**config.mk**
```make
export PLATFORM = sky130hd
export DESIGN_NAME = ext_bus_addr_seq
export DESIGN_NICKNAME = d
export VERILOG_FILES = /design/src/rtl/ext_bus_addr_seq.sv
export SDC_FILE = /design/constraint.sdc
export NUM_CORES = 1
export LEC_CHECK = 0
export ABC_AREA = 1
export BUFFER_PORTS_ARGS = -buffer_cell sky130_fd_sc_hd__buf_2
export CAP_MARGIN = 20
export CORE_UTILIZATION = 53
export CTS_CLUSTER_SIZE = 12
export DETAILED_ROUTE_END_ITERATION = 8
export PLACE_DENSITY = 0.77
export SLEW_MARGIN = 40
export SYNTH_ARGS = -nofsm -noshare
export SYNTH_HDL_FRONTEND = slang
export SYNTH_SLANG_ARGS = --single-unit
```
**constraint.sdc**
```tcl
create_clock -name clk -period 1.52 [get_ports clk]
set_input_delay 0 -clock clk [delete_from_list [all_inputs] [get_ports clk]]
set_output_delay 0 -clock clk [all_outputs]
set_load 0.01 [all_outputs]
```
**src/rtl/ext_bus_addr_seq.sv**
```systemverilog
// Sequences 32-bit core request addresses onto a 16-bit external address bus (hi/lo halves).
// Optional ack timeout is compiled in with the EXT_BUS_TMO_EN macro.
module ext_bus_addr_seq #(
    parameter int WAIT_CYC = 2,
    parameter int TMO_CYC  = 255
) (
    input  logic        clk,
    input  logic        rst_n,
    input  logic        req_valid_i,
    output logic        req_ready_o,
    input  logic [31:0] req_addr_i,
    output logic [15:0] bus_addr_o,
    output logic        bus_ale_hi_o,
    output logic        bus_ale_lo_o,
    input  logic        bus_ack_i,
    output logic        done_o,
    output logic        err_o
);

    typedef enum logic [2:0] {IDLE, HI, LO, WAIT, ACK} state_t;

    localparam logic [3:0] WAIT_LAST = 4'(WAIT_CYC > 0 ? WAIT_CYC - 1 : 0);

    state_t      state_reg, state_next;
    logic [31:0] addr_reg, addr_next;
    logic [15:0] hi_q_reg, hi_q_next;
    logic        hi_valid_reg, hi_valid_next;
    logic [3:0]  wait_cnt_reg, wait_cnt_next;
    logic [15:0] bus_addr_reg, bus_addr_next;
    logic        ale_hi_reg, ale_hi_next;
    logic        ale_lo_reg, ale_lo_next;
    logic        done_reg, done_next;
    logic        ready_reg, ready_next;

`ifdef EXT_BUS_TMO_EN
    localparam logic [15:0] TMO_LAST = 16'(TMO_CYC - 1);
    logic [15:0] tmo_cnt_reg, tmo_cnt_next;
    logic        err_reg, err_next;
`endif

    always_ff @(posedge clk or negedge rst_n) begin
        if (!rst_n) begin
            state_reg    <= IDLE;
            addr_reg     <= '0;
            hi_q_reg     <= '0;
            hi_valid_reg <= 1'b0;
            wait_cnt_reg <= '0;
            bus_addr_reg <= '0;
            ale_hi_reg   <= 1'b0;
            ale_lo_reg   <= 1'b0;
            done_reg     <= 1'b0;
            ready_reg    <= 1'b1;
`ifdef EXT_BUS_TMO_EN
            tmo_cnt_reg  <= '0;
            err_reg      <= 1'b0;
`endif
        end else begin
            state_reg    <= state_next;
            addr_reg     <= addr_next;
            hi_q_reg     <= hi_q_next;
            hi_valid_reg <= hi_valid_next;
            wait_cnt_reg <= wait_cnt_next;
            bus_addr_reg <= bus_addr_next;
            ale_hi_reg   <= ale_hi_next;
            ale_lo_reg   <= ale_lo_next;
            done_reg     <= done_next;
            ready_reg    <= ready_next;
`ifdef EXT_BUS_TMO_EN
            tmo_cnt_reg  <= tmo_cnt_next;
            err_reg      <= err_next;
`endif
        end
    end

    // Output registers are loaded from the current state, so each strobe appears
    // one cycle after the state that produces it.
    always_comb begin
        state_next    = state_reg;
        addr_next     = addr_reg;
        hi_q_next     = hi_q_reg;
        hi_valid_next = hi_valid_reg;
        wait_cnt_next = wait_cnt_reg;
        bus_addr_next = bus_addr_reg;
        ale_hi_next   = 1'b0;
        ale_lo_next   = 1'b0;
        done_next     = 1'b0;
        ready_next    = ready_reg;
`ifdef EXT_BUS_TMO_EN
        tmo_cnt_next  = tmo_cnt_reg;
        err_next      = 1'b0;
`endif
        case (state_reg)
            IDLE: begin
                if (req_valid_i && ready_reg) begin
                    addr_next  = req_addr_i;
                    ready_next = 1'b0;
                    if (!hi_valid_reg || req_addr_i[31:16] != hi_q_reg)
                        state_next = HI;
                    else
                        state_next = LO;
                end
            end
            HI: begin
                bus_addr_next = addr_reg[31:16];
                ale_hi_next   = 1'b1;
                hi_q_next     = addr_reg[31:16];
                hi_valid_next = 1'b1;
                state_next    = LO;
            end
            LO: begin
                bus_addr_next = addr_reg[15:0];
                ale_lo_next   = 1'b1;
                wait_cnt_next = '0;
`ifdef EXT_BUS_TMO_EN
                tmo_cnt_next  = '0;
`endif
                state_next    = (WAIT_CYC == 0) ? ACK : WAIT;
            end
            WAIT: begin
                if (wait_cnt_reg == WAIT_LAST)
                    state_next = ACK;
                else
                    wait_cnt_next = wait_cnt_reg + 4'd1;
            end
            ACK: begin
                if (bus_ack_i) begin
                    done_next  = 1'b1;
                    ready_next = 1'b1;
                    state_next = IDLE;
                end
`ifdef EXT_BUS_TMO_EN
                // A late ack on the expiry cycle is handled above and wins.
                else if (tmo_cnt_reg == TMO_LAST) begin
                    done_next     = 1'b1;
                    err_next      = 1'b1;
                    ready_next    = 1'b1;
                    hi_valid_next = 1'b0;
                    state_next    = IDLE;
                end else begin
                    tmo_cnt_next = tmo_cnt_reg + 16'd1;
                end
`endif
            end
            default: state_next = IDLE;
        endcase
    end

    assign req_ready_o  = ready_reg;
    assign bus_addr_o   = bus_addr_reg;
    assign bus_ale_hi_o = ale_hi_reg;
    assign bus_ale_lo_o = ale_lo_reg;
    assign done_o       = done_reg;
`ifdef EXT_BUS_TMO_EN
    assign err_o        = err_reg;
`else
    assign err_o        = 1'b0;
`endif

endmodule

```
==> results by stage <==
Global route:
- In the global route stage, met1 resource usage came out at roughly 36%.
- The total global routing overflow is 0.
- The global-route usage over all layers is between 20% and 30%.
- Entering global routing, the biggest net connects 36 pins.
- Global routing used roughly 5.7% of the available met3 tracks.
- The number of antenna violations at the first check in global routing is 0.
- The global-route met2 utilization is 40.9%.
- The first-pass GRT wire length is between 10000 and 15000 µm.
- The number of global-route vias before repair is around 2800.
- The busiest layer in global routing is met2.

Setup path:
- STA puts the critical path data arrival time at approximately 1.7 ns.
- The worst setup path is captured at a flip-flop.
- The critical path is of the flip-flop to flip-flop type.
- The cell with the largest stage delay on the worst path is dfrtp_2.
- The category of the worst setup path launch point is a flip-flop.
- The critical path goes through nor2_2 > inv_2 > nor2_4 > inv_2 > nor2_8 > inv_6 > clkbuf_16 > nand2_1 > nand2_1.
- The worst stage delay on the critical path is 0.43 ns.
- Of all nets on the critical path, the largest fanout is 17.
- The worst path required time is around 1.8 ns.

Detailed routing:
- The residual antenna-violating net count after detailed routing is 0.
- The first routing iteration left 218 violations.
- After detailed routing, the number of remaining DRC violations is 0.
- The routed wire length is 7870 µm.
- Using the TritonRoute via totals, the vias-per-cell ratio works out to between 5 and 6.
- In the final routed layout, each cell accounts on average for 13.7 µm.
- Detailed routing inserted a total of approximately 3000 vias.
- The total iterations of the first detailed-routing run is 4.

Yosys:
- The most used flip-flop cell after synthesis is dfrtp_1.
- The Yosys step of the flow raised 0 warnings.
- The mean instance size in the synthesized netlist is around 8.5 µm².
- For this run, asynchronously set or reset flops after synthesis account for 100%.
- The number of nets in the synthesized netlist is roughly 430.
- The mapped netlist covers between 0.003 and 0.004 mm².
- In this run, synthesis inferred 0 flip-flops with an integrated enable.
- The distinct cell type count after synthesis is 28.
- The sequential area share after synthesis is 57.5%.
- The register bit count reported by yosys is 76.
- The synthesized instance count is 391.

CTS:
- The clock-pin slew on the worst setup and hold paths is 0.07 ns.
- The clock network latency to the later pin of the worst-skew pair is 0.34 ns.
- The total number of H-tree levels is 3.
- TritonCTS built the clock tree.
- The sink count of the clock tree is between 70 and 80.
- Counting along the longest clock path gives a buffer depth of 2.
- CTS placed an instance of clkbuf_8 at the clock tree root.
- The number of buffers created by CTS is 9.

Timing:
- For the finished layout, the period the worst path requires is 1.48 ns.
- Setup violations remaining at the end of the flow were counted as 0.
- For this run, the top clock speed supported by timing is a little under 700 MHz.
- The worst path uses 97.3% of the clock period.
- The number of failing hold endpoints at the final stage is 0.
- Across the routed clock network, the largest skew measured is a little under 0.009 ns.
- The final-report max-slew violation count is 0.
- Setup repair after global routing could not meet its margin everywhere.
- The worst hold margin is around 0.14 ns.

Layout:
- For this run, the post-layout net count is ~530.
- 0 antenna diodes ended up in the layout.
- The fraction of final layout cells sized beyond drive strength 1 is a little under a quarter.
- The library cells used most frequently in the layout, excluding fill and tap cells, are nand2_1, dfrtp_1, buf_2, inv_1, dlygate4sd3_1.
- The area growth from synthesis to layout is 31.6%.
- The flip-flop count of the largest register, all copies and words added is 32.
- Excluding fillers, the count of instances in the completed layout stands at about 570.
- Leaving out fill and tap cells, the most frequent cell in the layout is nand2_1.

Run:
- Across the run, the number of max-cap violations was 0.

Min path:
- The tightest min-delay check is of the input port to flip-flop type.

Floorplanning:
- The die covers approximately 0.0066 mm².
- The vertical extent of the die is around 81 µm.
- The region available for standard cell placement spans around 0.0060 mm².
- The row count is 28.
- The boundary pin count is 57.
- The starting density of the core is between 50% and 60%.
- Measured along the x axis, the die boundary spans 81.0 µm.

Placed design:
- The routability-driven placement congestion ratio is just over 0.8.
- The port buffer count is 55.
- The half-perimeter wire length of the detailed placement result is 4970 µm.
- Including well taps, the total number of placed cells is between 500 and 600.

Outcome:
- The run finished with clean final reports.

Power and ir drop:
- VDD sags by at most ~0.00082 V.
- The areal power density over the cells is ~1800 mW/mm².
- The leakage power is 2.35 nW.
cell type report:
| class | instances | area (µm²) |
|---|---|---|
| well taps | 75 | 93.8 |
| repair buffers | 103 | 798 |
| clock buffers | 15 | 176 |
| flip-flops and latches | 76 | 1910 |
| multi-input cells | 258 | 1200 |
| clock inverters | 1 | 5.00 |
| inverters | 45 | 174 |
| fillers | 447 | 1600 |
final timing paths:
check                      slack [ns]         start  depth (start not counted)              to
hold reg to reg                  0.46  hi_valid_reg                          2    hi_valid_reg
min in group asynchronous        0.15         rst_n                          2  bus_addr_o[10]
setup reg to reg                 0.04  state_reg[1]                          9     addr_reg[3]
hold / removal                   0.14   req_valid_i                          5     addr_reg[1]
max in group asynchronous        0.85         rst_n                          3    addr_reg[16]
setup / recovery                 0.04  state_reg[1]                          9     addr_reg[3]
repair_timing:
item                                    in CTS  in global routing
hold buffers                                34                  0
buffers inserted                             0                  4
resized for setup                            0                 33
endpoints found under the hold margin      109                  0
endpoints found under the setup margin       0                 41
power by group:
| part | switching (mW) | internal, mW | leakage, nW |
|---|---|---|---|
| sequential | 0.508 | 2.85 | 0.969 |
| combinational | 1.79 | 1.15 | 1.28 |
| clock | 0.687 | 0.728 | 0.0937 |
cells in the mapped netlist (2+ instances only):
| cell type | n | share of area, % |
|---|---|---|
| nand2_1 | 170 | 19 |
| dfrtp_1 | 75 | 57 |
| inv_1 | 39 | 4.4 |
| o21ai_0 | 30 | 4.5 |
| nand3_1 | 23 | 3.5 |
| nor2_1 | 10 | 1.1 |
| inv_2 | 6 | 0.68 |
| buf_2 | 5 | 0.76 |
| a21oi_1 | 4 | 0.60 |
| buf_6 | 4 | 1.4 |
| nand4_1 | 3 | 0.57 |
| o21ai_2 | 3 | 0.79 |
| clkbuf_1 | 2 | 0.23 |
| ha_1 | 2 | 0.76 |
| nor3_4 | 2 | 0.98 |
critical path, delay by kind of cell (launching register included):
| kind | cells | cell delay [ns] |
|---|---|---|
| flops | 1 | 0.43 |
| simple gates | 5 | 0.57 |
| buf+inv | 4 | 0.38 |
cell families after synthesis:
group	Yosys count	share of synthesized area [%]
xor gates and xnor gates	1	0.265
AOI/OAI and AO/OA	39	6.27
buffers and inverters	57	7.67
other	1	0.113
adders and majority gates	2	0.756
DFF	76	57.5
and+or+nand+nor	215	27.4
routing by layer:
metal | up-vias | routed length (µm)
met5 | - | 0
met4 | 0 | 178
met3 | 19 | 395
met2 | 95 | 3820
met1 | 1385 | 3470
li1 | 1420 | -
per-stage QoR:
step | utilization, % | worst slack, ns | power (mW) | instance area, µm² | setup TNS [ns]
3_5_place_dp | 61.9 | 0.0311 | 5.95 | 3690 | 0
6_report | 73.2 | 0.0413 | 7.71 | 4360 | 0
3_3_place_gp | 61.9 | 0.0878 | 5.80 | 3690 | 0
2_1_floorplan | - | 0.124 | 5.11 | 3310 | 0
4_1_cts | 70.7 | 0.0237 | 7.44 | 4210 | 0
5_1_grt | 73.2 | -0.0717 | 8.35 | 4360 | -1.47
Power figures use the tool's default switching activity.
